[config.mk]
export PLATFORM = sky130hd
export DESIGN_NAME = alu_filter_iir_casc_flat
export DESIGN_NICKNAME = d
export VERILOG_FILES = /design/src/rtl/alu_filter_iir_casc_if.sv /design/src/rtl/alu_filter_iir_casc.sv /design/src/flat_wrapper.sv
export SDC_FILE = /design/constraint.sdc
export NUM_CORES = 1
export LEC_CHECK = 0
export ABC_AREA = 1
export BUFFER_PORTS_ARGS = -buffer_cell sky130_fd_sc_hd__buf_2
export CORE_UTILIZATION = 60
export CTS_BUF_LIST = sky130_fd_sc_hd__clkbuf_8
export DETAILED_ROUTE_END_ITERATION = 16
export PLACE_DENSITY_LB_ADDON = 0.3
export SYNTH_ARGS = -nofsm -noshare
export SYNTH_HDL_FRONTEND = slang
export SYNTH_SLANG_ARGS = --single-unit
[constraint.sdc]
create_clock -name clk -period 15.6 [get_ports clk]
set_input_delay 0.78 -clock clk [delete_from_list [all_inputs] [get_ports clk]]
set_output_delay 0.78 -clock clk [all_outputs]
set_load 0.02 [all_outputs]
[src/rtl/alu_filter_iir_casc_if.sv]
// Bus bundle for the cascaded biquad filter: frame in/out handshake,
// coefficient load and the flat DSP48A1 operand/result bus.
interface alu_filter_iir_casc_if #(
  parameter int NUM_CH   = 2,
  parameter int NUM_SECT = 2
);
  logic [NUM_SECT*90-1:0] coefs_flat;
  logic [NUM_CH*18-1:0]   sample_in;
  logic                   sample_in_rdy;
  logic [NUM_CH*18-1:0]   sample_out;
  logic                   sample_out_rdy;
  logic                   busy;
  logic                   overrun;
  logic                   sat_flag;
  logic [47:0]            dsp_outs_flat;
  logic [91:0]            dsp_ins_flat;

  // Environment side: supplies frames, coefficients and the DSP result.
  modport master (
    output coefs_flat, sample_in, sample_in_rdy, dsp_outs_flat,
    input  sample_out, sample_out_rdy, busy, overrun, sat_flag, dsp_ins_flat
  );

  // Filter side.
  modport slave (
    input  coefs_flat, sample_in, sample_in_rdy, dsp_outs_flat,
    output sample_out, sample_out_rdy, busy, overrun, sat_flag, dsp_ins_flat
  );
endinterface

[src/rtl/alu_filter_iir_casc.sv]
// Multi-channel cascaded direct-form-I biquad IIR filter. One external
// DSP48A1 slice is time-shared: every (channel, section) job issues five
// multiply(-accumulate) ops, waits for the DSP pipeline, then saturates P.
module alu_filter_iir_casc #(
  parameter int NUM_CH    = 2,
  parameter int NUM_SECT  = 2,
  parameter int COEF_FRAC = 16,
  parameter int DSP_LAT   = 2
) (
  input  logic                    clk,
  input  logic                    reset,
  alu_filter_iir_casc_if.slave    bus
);
  localparam int CH_W   = (NUM_CH   > 1) ? $clog2(NUM_CH)   : 1;
  localparam int SECT_W = (NUM_SECT > 1) ? $clog2(NUM_SECT) : 1;
  localparam int LAT_W  = (DSP_LAT  > 1) ? $clog2(DSP_LAT)  : 1;
  localparam logic [CH_W-1:0]   CH_LAST   = CH_W'(NUM_CH - 1);
  localparam logic [SECT_W-1:0] SECT_LAST = SECT_W'(NUM_SECT - 1);
  localparam logic [LAT_W-1:0]  LAT_LAST  = LAT_W'(DSP_LAT - 1);

  // DSP48A1 opmode fields: X mux in [1:0], Z mux in [3:2].
  localparam logic [7:0] DSP_NOP      = 8'h00;
  localparam logic [7:0] DSP_XIN_MULT = 8'h01;
  localparam logic [7:0] DSP_ZIN_ZERO = 8'h00;
  localparam logic [7:0] DSP_ZIN_POUT = 8'h08;

  typedef enum logic [2:0] {
    S_IDLE   = 3'd0,
    S_MAC    = 3'd1,
    S_WAIT_P = 3'd2,
    S_STORE  = 3'd3,
    S_DONE   = 3'd4
  } state_t;

  state_t              state_q, state_d;
  logic [2:0]          k_q, k_d;
  logic [LAT_W-1:0]    w_q, w_d;
  logic [CH_W-1:0]     ch_q, ch_d;
  logic [SECT_W-1:0]   sect_q, sect_d;
  logic [7:0]          op_q, op_d;
  logic [17:0]         a_q, a_d, b_q, b_d;
  logic                rdy_q, rdy_d, busy_q, busy_d, ovr_q, ovr_d;
  logic                cap_s, store_s;

  logic [17:0] smp_q  [NUM_CH];
  logic [17:0] coef_q [NUM_SECT][5];
  logic [17:0] x1_q   [NUM_CH][NUM_SECT];
  logic [17:0] x2_q   [NUM_CH][NUM_SECT];
  logic [17:0] y1_q   [NUM_CH][NUM_SECT];
  logic [17:0] y2_q   [NUM_CH][NUM_SECT];
  logic [17:0] outreg_q [NUM_CH];
  logic [17:0] xin_q;
  logic [NUM_CH*18-1:0] sample_out_q;
  logic        sat_q;

  logic [17:0] xin_s, opnd_s, coef_s, y_s;
  logic        ovf_s;
  logic [47-(COEF_FRAC+17):0] p_hi_s;

  // Section input: the channel sample for section 0, else the previous section's output.
  always_comb begin
    xin_s = xin_q;
    if (sect_q == {SECT_W{1'b0}}) begin
      xin_s = smp_q[ch_q];
    end else begin
      xin_s = xin_q;
    end
  end

  // Operand/coefficient select for MAC step k: {xin,x1,x2,y1,y2} against {b0,b1,b2,-a1,-a2}.
  always_comb begin
    opnd_s = xin_s;
    coef_s = coef_q[sect_q][0];
    case (k_q)
      3'd0: begin opnd_s = xin_s;              coef_s = coef_q[sect_q][0]; end
      3'd1: begin opnd_s = x1_q[ch_q][sect_q]; coef_s = coef_q[sect_q][1]; end
      3'd2: begin opnd_s = x2_q[ch_q][sect_q]; coef_s = coef_q[sect_q][2]; end
      3'd3: begin opnd_s = y1_q[ch_q][sect_q]; coef_s = coef_q[sect_q][3]; end
      default: begin opnd_s = y2_q[ch_q][sect_q]; coef_s = coef_q[sect_q][4]; end
    endcase
  end

  // Saturate P to 18 bits: any disagreement among the bits above the slice is overflow.
  always_comb begin
    p_hi_s = bus.dsp_outs_flat[47:COEF_FRAC+17];
    ovf_s  = !((&p_hi_s) || !(|p_hi_s));
    if (ovf_s) begin
      y_s = bus.dsp_outs_flat[47] ? 18'h20000 : 18'h1FFFF;
    end else begin
      y_s = bus.dsp_outs_flat[COEF_FRAC+17:COEF_FRAC];
    end
  end

  // Next-state and registered-output logic of the job sequencer.
  always_comb begin
    state_d = state_q;
    k_d     = k_q;
    w_d     = w_q;
    ch_d    = ch_q;
    sect_d  = sect_q;
    op_d    = DSP_NOP;
    a_d     = 18'd0;
    b_d     = 18'd0;
    rdy_d   = 1'b0;
    cap_s   = 1'b0;
    store_s = 1'b0;
    case (state_q)
      S_IDLE: begin
        if (bus.sample_in_rdy) begin
          cap_s   = 1'b1;
          ch_d    = {CH_W{1'b0}};
          sect_d  = {SECT_W{1'b0}};
          k_d     = 3'd0;
          state_d = S_MAC;
        end else begin
          state_d = S_IDLE;
        end
      end
      S_MAC: begin
        op_d = (k_q == 3'd0) ? (DSP_XIN_MULT | DSP_ZIN_ZERO) : (DSP_XIN_MULT | DSP_ZIN_POUT);
        a_d  = coef_s;
        b_d  = opnd_s;
        if (k_q == 3'd4) begin
          k_d     = 3'd0;
          w_d     = {LAT_W{1'b0}};
          state_d = S_WAIT_P;
        end else begin
          k_d = k_q + 3'd1;
        end
      end
      S_WAIT_P: begin
        if (w_q == LAT_LAST) begin
          state_d = S_STORE;
        end else begin
          w_d = w_q + {{(LAT_W-1){1'b0}}, 1'b1};
        end
      end
      S_STORE: begin
        store_s = 1'b1;
        if (sect_q != SECT_LAST) begin
          sect_d  = sect_q + {{(SECT_W-1){1'b0}}, 1'b1};
          state_d = S_MAC;
        end else if (ch_q != CH_LAST) begin
          sect_d  = {SECT_W{1'b0}};
          ch_d    = ch_q + {{(CH_W-1){1'b0}}, 1'b1};
          state_d = S_MAC;
        end else begin
          sect_d  = {SECT_W{1'b0}};
          state_d = S_DONE;
        end
      end
      S_DONE: begin
        rdy_d   = 1'b1;
        state_d = S_IDLE;
      end
      default: begin
        state_d = S_IDLE;
      end
    endcase
    busy_d = (state_d != S_IDLE);
    ovr_d  = bus.sample_in_rdy && (state_q != S_IDLE);
  end

  // Sequencer state and DSP operand registers.
  always_ff @(posedge clk) begin
    if (reset) begin
      state_q <= S_IDLE;
      k_q     <= 3'd0;
      w_q     <= {LAT_W{1'b0}};
      ch_q    <= {CH_W{1'b0}};
      sect_q  <= {SECT_W{1'b0}};
      op_q    <= DSP_NOP;
      a_q     <= 18'd0;
      b_q     <= 18'd0;
      rdy_q   <= 1'b0;
      busy_q  <= 1'b0;
      ovr_q   <= 1'b0;
    end else begin
      state_q <= state_d;
      k_q     <= k_d;
      w_q     <= w_d;
      ch_q    <= ch_d;
      sect_q  <= sect_d;
      op_q    <= op_d;
      a_q     <= a_d;
      b_q     <= b_d;
      rdy_q   <= rdy_d;
      busy_q  <= busy_d;
      ovr_q   <= ovr_d;
    end
  end

  // Frame capture, per-section delay lines, output registers and sticky saturation flag.
  always_ff @(posedge clk) begin
    if (reset) begin
      for (int c = 0; c < NUM_CH; c++) begin
        smp_q[c]    <= 18'd0;
        outreg_q[c] <= 18'd0;
        for (int s = 0; s < NUM_SECT; s++) begin
          x1_q[c][s] <= 18'd0;
          x2_q[c][s] <= 18'd0;
          y1_q[c][s] <= 18'd0;
          y2_q[c][s] <= 18'd0;
        end
      end
      for (int s = 0; s < NUM_SECT; s++) begin
        for (int k = 0; k < 5; k++) begin
          coef_q[s][k] <= 18'd0;
        end
      end
      xin_q        <= 18'd0;
      sample_out_q <= '0;
      sat_q        <= 1'b0;
    end else begin
      if (cap_s) begin
        for (int c = 0; c < NUM_CH; c++) begin
          smp_q[c] <= bus.sample_in[18*c +: 18];
        end
        for (int s = 0; s < NUM_SECT; s++) begin
          for (int k = 0; k < 5; k++) begin
            coef_q[s][k] <= bus.coefs_flat[90*s + 18*k +: 18];
          end
        end
      end
      if (store_s) begin
        x2_q[ch_q][sect_q] <= x1_q[ch_q][sect_q];
        x1_q[ch_q][sect_q] <= xin_s;
        y2_q[ch_q][sect_q] <= y1_q[ch_q][sect_q];
        y1_q[ch_q][sect_q] <= y_s;
        xin_q              <= y_s;
        if (sect_q == SECT_LAST) begin
          outreg_q[ch_q] <= y_s;
        end
        if (ovf_s) begin
          sat_q <= 1'b1;
        end
      end
      if (state_q == S_DONE) begin
        for (int c = 0; c < NUM_CH; c++) begin
          sample_out_q[18*c +: 18] <= outreg_q[c];
        end
      end
    end
  end

  assign bus.sample_out     = sample_out_q;
  assign bus.sample_out_rdy = rdy_q;
  assign bus.busy           = busy_q;
  assign bus.overrun        = ovr_q;
  assign bus.sat_flag       = sat_q;
  assign bus.dsp_ins_flat   = {op_q, a_q, b_q, 48'd0};
endmodule

[src/flat_wrapper.sv]
// flat-port wrapper written by rule: the top's interface ports become plain ports
module alu_filter_iir_casc_flat 
#(
  parameter int NUM_CH    = 2,
  parameter int NUM_SECT  = 2,
  parameter int COEF_FRAC = 16,
  parameter int DSP_LAT   = 2
)
  (clk, reset, bus_coefs_flat, bus_sample_in, bus_sample_in_rdy, bus_dsp_outs_flat, bus_sample_out, bus_sample_out_rdy, bus_busy, bus_overrun, bus_sat_flag, bus_dsp_ins_flat);
  alu_filter_iir_casc_if #(.NUM_CH(NUM_CH), .NUM_SECT(NUM_SECT)) bus_i ();
  input  logic clk;
  input  logic reset;
  input wire logic [$bits(bus_i.coefs_flat)-1:0] bus_coefs_flat;
  input wire logic [$bits(bus_i.sample_in)-1:0] bus_sample_in;
  input wire logic [$bits(bus_i.sample_in_rdy)-1:0] bus_sample_in_rdy;
  input wire logic [$bits(bus_i.dsp_outs_flat)-1:0] bus_dsp_outs_flat;
  output wire logic [$bits(bus_i.sample_out)-1:0] bus_sample_out;
  output wire logic [$bits(bus_i.sample_out_rdy)-1:0] bus_sample_out_rdy;
  output wire logic [$bits(bus_i.busy)-1:0] bus_busy;
  output wire logic [$bits(bus_i.overrun)-1:0] bus_overrun;
  output wire logic [$bits(bus_i.sat_flag)-1:0] bus_sat_flag;
  output wire logic [$bits(bus_i.dsp_ins_flat)-1:0] bus_dsp_ins_flat;
  assign bus_i.coefs_flat = bus_coefs_flat;
  assign bus_i.sample_in = bus_sample_in;
  assign bus_i.sample_in_rdy = bus_sample_in_rdy;
  assign bus_i.dsp_outs_flat = bus_dsp_outs_flat;
  assign bus_sample_out = bus_i.sample_out;
  assign bus_sample_out_rdy = bus_i.sample_out_rdy;
  assign bus_busy = bus_i.busy;
  assign bus_overrun = bus_i.overrun;
  assign bus_sat_flag = bus_i.sat_flag;
  assign bus_dsp_ins_flat = bus_i.dsp_ins_flat;
  alu_filter_iir_casc #(.NUM_CH(NUM_CH), .NUM_SECT(NUM_SECT), .COEF_FRAC(COEF_FRAC), .DSP_LAT(DSP_LAT)) u_core (.clk(clk), .reset(reset), .bus(bus_i));
endmodule
After elaboration in Yosys (flattened, before gate mapping) --
Memories as Yosys holds them, arrays and structs flattened. A register that Yosys moved wholly into a read port is not among the register bits. Cells that the tools add are included.
Word-level totals: bits of input ports 267, register bits after elaboration 75, bits in writable memories 540, output and inout port bits 132, memories kept 7, logic and storage cells 169
Memory list:
- u_core.coef_q | depth 2, bits a word 90, read ports 1, clocked after memory_dff 1, wr ports 2, line alu_filter_iir_casc.sv:46 | logic [17:0] coef_q [NUM_SECT][5];
- u_core.x1_q | depth 2, bits a word 36, read ports 1, clocked after memory_dff 1, wr ports 2, line alu_filter_iir_casc.sv:47 | logic [17:0] x1_q [NUM_CH][NUM_SECT];
- u_core.x2_q | depth 2, bits a word 36, read ports 1, clocked after memory_dff 1, wr ports 2, line alu_filter_iir_casc.sv:48 | logic [17:0] x2_q [NUM_CH][NUM_SECT];
- u_core.y1_q | depth 2, bits a word 36, read ports 1, clocked after memory_dff 1, wr ports 2, line alu_filter_iir_casc.sv:49 | logic [17:0] y1_q [NUM_CH][NUM_SECT];
- u_core.y2_q | depth 2, bits a word 36, read ports 1, clocked after memory_dff 1, wr ports 2, line alu_filter_iir_casc.sv:50 | logic [17:0] y2_q [NUM_CH][NUM_SECT];
- u_core.outreg_q | depth 2, bits a word 18, read ports 2, clocked after memory_dff 2, wr ports 2, line alu_filter_iir_casc.sv:51 | logic [17:0] outreg_q [NUM_CH];
- +1 memories
Cells by class: muxes and demuxes 93, bitwise logic cells 15, $lt $le $gt $ge 2, equality and inequality tests 11, reductions and logical operators 24, add/subtract/negate cells 4
Operators with widths (number):
- $mux 18 | 29
- $mux 36 | 9
- $pmux 18 s4 | 2
- $reduce_or 36->1 | 4
- $mux 1 | 40
- $demux 18 s1 | 1
- $mux 3 | 6
- $reduce_or 18->1 | 1
- $reduce_and 15->1 | 1
- $reduce_or 15->1 | 1
- $eq 3x2->1 const B | 4
- $or 1x1->1 | 12
- $pmux 3 s4 | 1
- $reduce_and 2->1 | 4
- $eq 3x1->1 const B | 2
- $eq 3x3->1 const B | 2
- $logic_not 3->1 | 2
- $pmux 1 s2 | 3
- $pmux 3 s2 | 1
- $reduce_bool 2->1 | 3
- $reduce_bool 3->1 | 2
- $mux 4 | 1
- $ne 2x1->1 const B | 2
- $add 1x1->1 const B | 3
- 11 further kinds | 13

Depth between registers and ports, before layout --
depth after elaboration 8, mapped depth 11

Worst setup path before layout --
Ideal clock, no wire load.
path type input -> register, start point input reset, end point memory u_core.coef_q[0][0] in the netlist's numbering (enable), arrival 4.903 ns, setup time 1.689 ns, setup slack 9.008 ns, path buffers 2, stages 4, cells stage by stage inv_1 -> clkbuf_1 -> clkbuf_1 -> nand2_1
RTL lines:
- start: declaration | line flat_wrapper.sv:12 | input logic reset;
- end: declaration | line alu_filter_iir_casc.sv:46

==> impl_metrics.csv <==
group,metric,value,unit
timing,timing_worst_slew_pin_value,1170,ps
drt,drt_iter0_markers,2381,
floorplan,dieWidth,218,um
power,power.ir.vdd_worst,0.0850,mV
placement,dpl.hpwl,43600,um
clock_tree,clock_sink_count,647,
critical_path,required,15910,ps
power,proportion_of_power_drawn_by_combinational_gates,8.4,%
placement,buffer_ports.inserted,328,
critical_path,crit_type,"flip-flop to flip-flop",
yosys,synth-adder-area-share,0.223,%
timing,relSlewSlack,21.8,%
final_layout,fin_area,0.0318,sq mm
critical_path,largest_fanout_of_any_net_on_the_critical_path,77,
floorplan,initial_utilization,61.4,%
final_layout,finalNetCount,3510,
power,design_power_total,3.67,mW
drt,drc,0,
timing,rsz0062_at_grt,"no",
global_route,overall_routing_resource_usage,30.5,%
yosys,synth_area,0.0281,sq mm
critical_path,worst_path_max_delay_cell,"sky130_fd_sc_hd__dfxtp_4",
drt,wl_per_cell,18.5,um
timing,max_freq,243,MHz
yosys,yosys_register_bits,647,
yosys,avgSynthCellArea,9.51,sq um
yosys,post_synth_xor_area_fraction,0,%
clock_tree,h-tree-depth,3,
yosys,post_synthesis_compound_gate_area_fraction,5.23,%
critical_path,critical_path.max_stage_delay,1060,ps
timing,finalHoldViolations,0,
drt,wirelength,72700,um
drt,detail_route.first_pass.iterations,6,
yosys,synthMuxAreaShare,0,%
critical_path,worstSetupStartpointType,"flip-flop",
power,cell_internal_pwr,2.76,mW
run_status,outcome,"finished clean",
final_layout,ratio_of_cells_with_drive_above_1_in_the_final_layout,15.6,%
global_route,first_global_vias,20584,
clock_tree,root_buffer,"sky130_fd_sc_hd__clkbuf_8",
power,p_seq_share,54.1,%
clock_tree,cts.repair_timing.setup_buffer_count,0,
floorplan,fp.dieH,218,um
timing,finalHoldWorstSlack,355,ps
timing,tns,0,ps
floorplan,ios,399,
floorplan,rows,78,
yosys,dominant_combinational_cell_family_by_area_after_synthesis,"simple AND/OR/NAND/NOR gates",
yosys,yosys.cell_types.count,29,
power,p_per_area,116,mW/mm^2
drt,vias,21442,
power,power_frac_clock,37.5,%
power,switching_share,24.8,%
timing,timing.clock.skew,21.2,ps
clock_tree,cts_tree,"built",
global_route,first_pass_grt_wire_length,110000,um
min_path,hold_path.class,"input port to flip-flop",
clock_tree,cts_max_path_buffers,3,
clock_tree,clkTransAtPathRegs,70,ps
clock_tree,cts_hold_buffers,0,
clock_tree,count_of_instances_resized_after_the_clock_tree_is_built,0,
floorplan,floorplan.die_area,0.0477,sq mm
placement,routabilityCongestion,0.852,
global_route,antenna_found_initial,7,
global_route,globalRoute.totalOverflow,0,
timing,finalCriticalPeriod,4120,ps
placement,post_dp_cell_area,0.0298,sq mm
critical_path,worst-endpoint-arrival,4430,ps
drt,ant_nets,0,
global_route,grt_start_max_net_pins,106,
final_layout,layout-area-overhead-vs-synth,13.0,%
critical_path,endpoint_kind,"flip-flop",
power,net_load_switching_power,0.911,mW
yosys,ys_seq_area_share,65.3,%
timing,drv_slew,0,
critical_path,worst_reg_to_reg_setup_slack,11480,ps
floorplan,core,0.0458,sq mm
power,cellLeakagePower,14.3,nW
drt,avgViaCountPerCell,5.46,
yosys,ys.warnings.count,0,
clock_tree,worst_skew_pair.late_latency,680,ps
clock_tree,cts-buffers-inserted,100,
yosys,cell_count_after_synthesis,2955,
job,maxCapViolations,0,
critical_path,worstPathCellList,"nand2_1 -> nor2_1 -> inv_1 -> nand2_2 -> buf_4",
timing,report.final.setup_viol,0,
timing,portion_of_the_clock_cycle_consumed_by_the_worst_path_in_the_final_layout,26.4,%
yosys,synth_simple_gate_area_share,21.0,%
==> critical path: cells and delay by family (launching register included) <==
kind          cells  cell delay, ps
buf+inv           2             820
flops             1            1060
simple gates      3            1840
==> synthesized netlist by cell type <==
cell type	instances	area [sq um]
sky130_fd_sc_hd__a211oi_1	1	7.51
sky130_fd_sc_hd__a21oi_1	23	115
sky130_fd_sc_hd__buf_1	9	33.8
sky130_fd_sc_hd__buf_2	67	335
sky130_fd_sc_hd__buf_4	55	413
sky130_fd_sc_hd__clkbuf_1	92	345
sky130_fd_sc_hd__clkinv_1	1	3.75
sky130_fd_sc_hd__clkinv_2	1	5.00
sky130_fd_sc_hd__conb_1	1	3.75
sky130_fd_sc_hd__dfxtp_1	107	2140
sky130_fd_sc_hd__edfxtp_1	540	16200
sky130_fd_sc_hd__ha_1	5	62.6
sky130_fd_sc_hd__inv_1	298	1120
sky130_fd_sc_hd__inv_2	11	41.3
sky130_fd_sc_hd__nand2_1	458	1720
sky130_fd_sc_hd__nand2_2	2	12.5
sky130_fd_sc_hd__nand3_1	230	1150
sky130_fd_sc_hd__nand3_2	1	10.0
sky130_fd_sc_hd__nand4_1	1	6.26
sky130_fd_sc_hd__nor2_1	774	2910
sky130_fd_sc_hd__nor2_2	3	18.8
sky130_fd_sc_hd__nor2_4	1	11.3
sky130_fd_sc_hd__nor3_1	9	45.0
sky130_fd_sc_hd__nor3_2	1	10.0
sky130_fd_sc_hd__o21ai_0	199	996
sky130_fd_sc_hd__o21ai_1	24	120
sky130_fd_sc_hd__o22ai_1	37	231
sky130_fd_sc_hd__or2_0	1	6.26
sky130_fd_sc_hd__or2_2	3	18.8
==> cells by family (layout without fill, tap and decap cells) <==
group	count (synthesis)	in the layout
AO/OA/AOI/OAI	284	284
flip-flops	647	647
buffers and inverters	534	851
other	1	57
adder cells (fa/ha/maj)	5	5
AND/OR/NAND/NOR	1484	1484
==> power by group through the flow <==
stage | combinational [mW] | clock [mW] | sequential (mW)
after floorplan | 0.187 | 0 | 2.03
after global placement | 0.302 | 0 | 2.02
after detailed placement | 0.307 | 0 | 2.02
after CTS | 0.308 | 1.39 | 1.99
after global routing | 0.339 | 1.46 | 1.99
final | 0.310 | 1.38 | 1.99
==> placed cells by master, fill, tap and decap left out, types with 4 or more instances in the layout <==
master,Yosys,layout
sky130_fd_sc_hd__o21ai_1,24,24
sky130_fd_sc_hd__buf_4,55,23
sky130_fd_sc_hd__o22ai_1,37,37
sky130_fd_sc_hd__conb_1,1,54
sky130_fd_sc_hd__o21ai_0,199,199
sky130_fd_sc_hd__nor2_1,774,773
sky130_fd_sc_hd__ha_1,5,4
sky130_fd_sc_hd__nor3_1,9,9
sky130_fd_sc_hd__nand3_1,230,229
sky130_fd_sc_hd__dfxtp_1,107,104
sky130_fd_sc_hd__a21oi_1,23,23
sky130_fd_sc_hd__clkbuf_8,0,115
sky130_fd_sc_hd__buf_2,67,328
sky130_fd_sc_hd__clkinv_1,1,13
sky130_fd_sc_hd__nand2_1,458,451
sky130_fd_sc_hd__nand2_2,2,7
sky130_fd_sc_hd__nor2_2,3,4
sky130_fd_sc_hd__inv_1,298,342
sky130_fd_sc_hd__inv_2,11,11
sky130_fd_sc_hd__clkinv_2,1,11
sky130_fd_sc_hd__edfxtp_1,540,540
==> metrics by stage <==
| stage | cells | worst slack, ps | util [%] |
|---|---|---|---|
| 6_report | 3928 | 11480 | 69.4 |
| 4_1_cts | 3925 | 11500 | 69.4 |
| 2_1_floorplan | 3008 | 9010 | - |
| 3_3_place_gp | 3736 | 11530 | 65.1 |
| 3_5_place_dp | 3736 | 11520 | 65.1 |
| 5_1_grt | 3927 | 11280 | 69.4 |
==> area by class of cell <==
class	instances	area, sq um
Fill cell	3363	14000
Tap cell	600	751
Multi-Input combinational cell	1827	7690
Clock buffer	115	1580
Inverter	311	1170
Antenna cell	3	7.51
Clock inverter	74	388
Timing Repair Buffer	351	1810
Sequential cell	647	18400
==> sequential cells by signal, indices dropped and copies added (netlist names), named ones only <==
| name | count |
|---|---|
| u_core.ch_q | 1 |
| u_core.x1_q | 72 |
| u_core.x2_q | 72 |
| bus_sample_out | 36 |
| u_core.k_q | 3 |
| u_core.outreg_q | 36 |
| u_core.xin_q | 18 |
| u_core.a_q | 18 |
| u_core.sect_q | 1 |
| u_core.bus.busy | 1 |
| u_core.state_q | 3 |
| u_core.smp_q | 36 |
| u_core.b_q | 18 |
| u_core.coef_q | 180 |
| u_core.bus.sat_flag | 1 |
| u_core.bus.overrun | 1 |
| u_core.op_q | 2 |
| u_core.y2_q | 72 |
| u_core.w_q | 1 |
| u_core.bus.sample_out_rdy | 1 |
| u_core.y1_q | 72 |
==> per-layer routing <==
layer | share of wire, % | track usage [%] | vias to the layer above
li1 | - | - | 10069
met1 | 37 | 38.9 | 10027
met2 | 49 | 50.2 | 1165
met3 | 9.6 | 5.12 | 171
met4 | 4.3 | 15.4 | 10
met5 | 0.091 | 0 | -
==> worst paths after layout <==
path,to,depth (start not counted),start
setup / recovery,u_core.x1_q[1][8],5,u_core.sect_q
hold / removal,u_core.bus.overrun,3,bus_sample_in_rdy
setup reg to reg,u_core.x1_q[1][8],5,u_core.sect_q
hold reg to reg,u_core.xin_q[3],2,u_core.xin_q[3]
No activity file was read; power rests on OpenSTA's default activity.
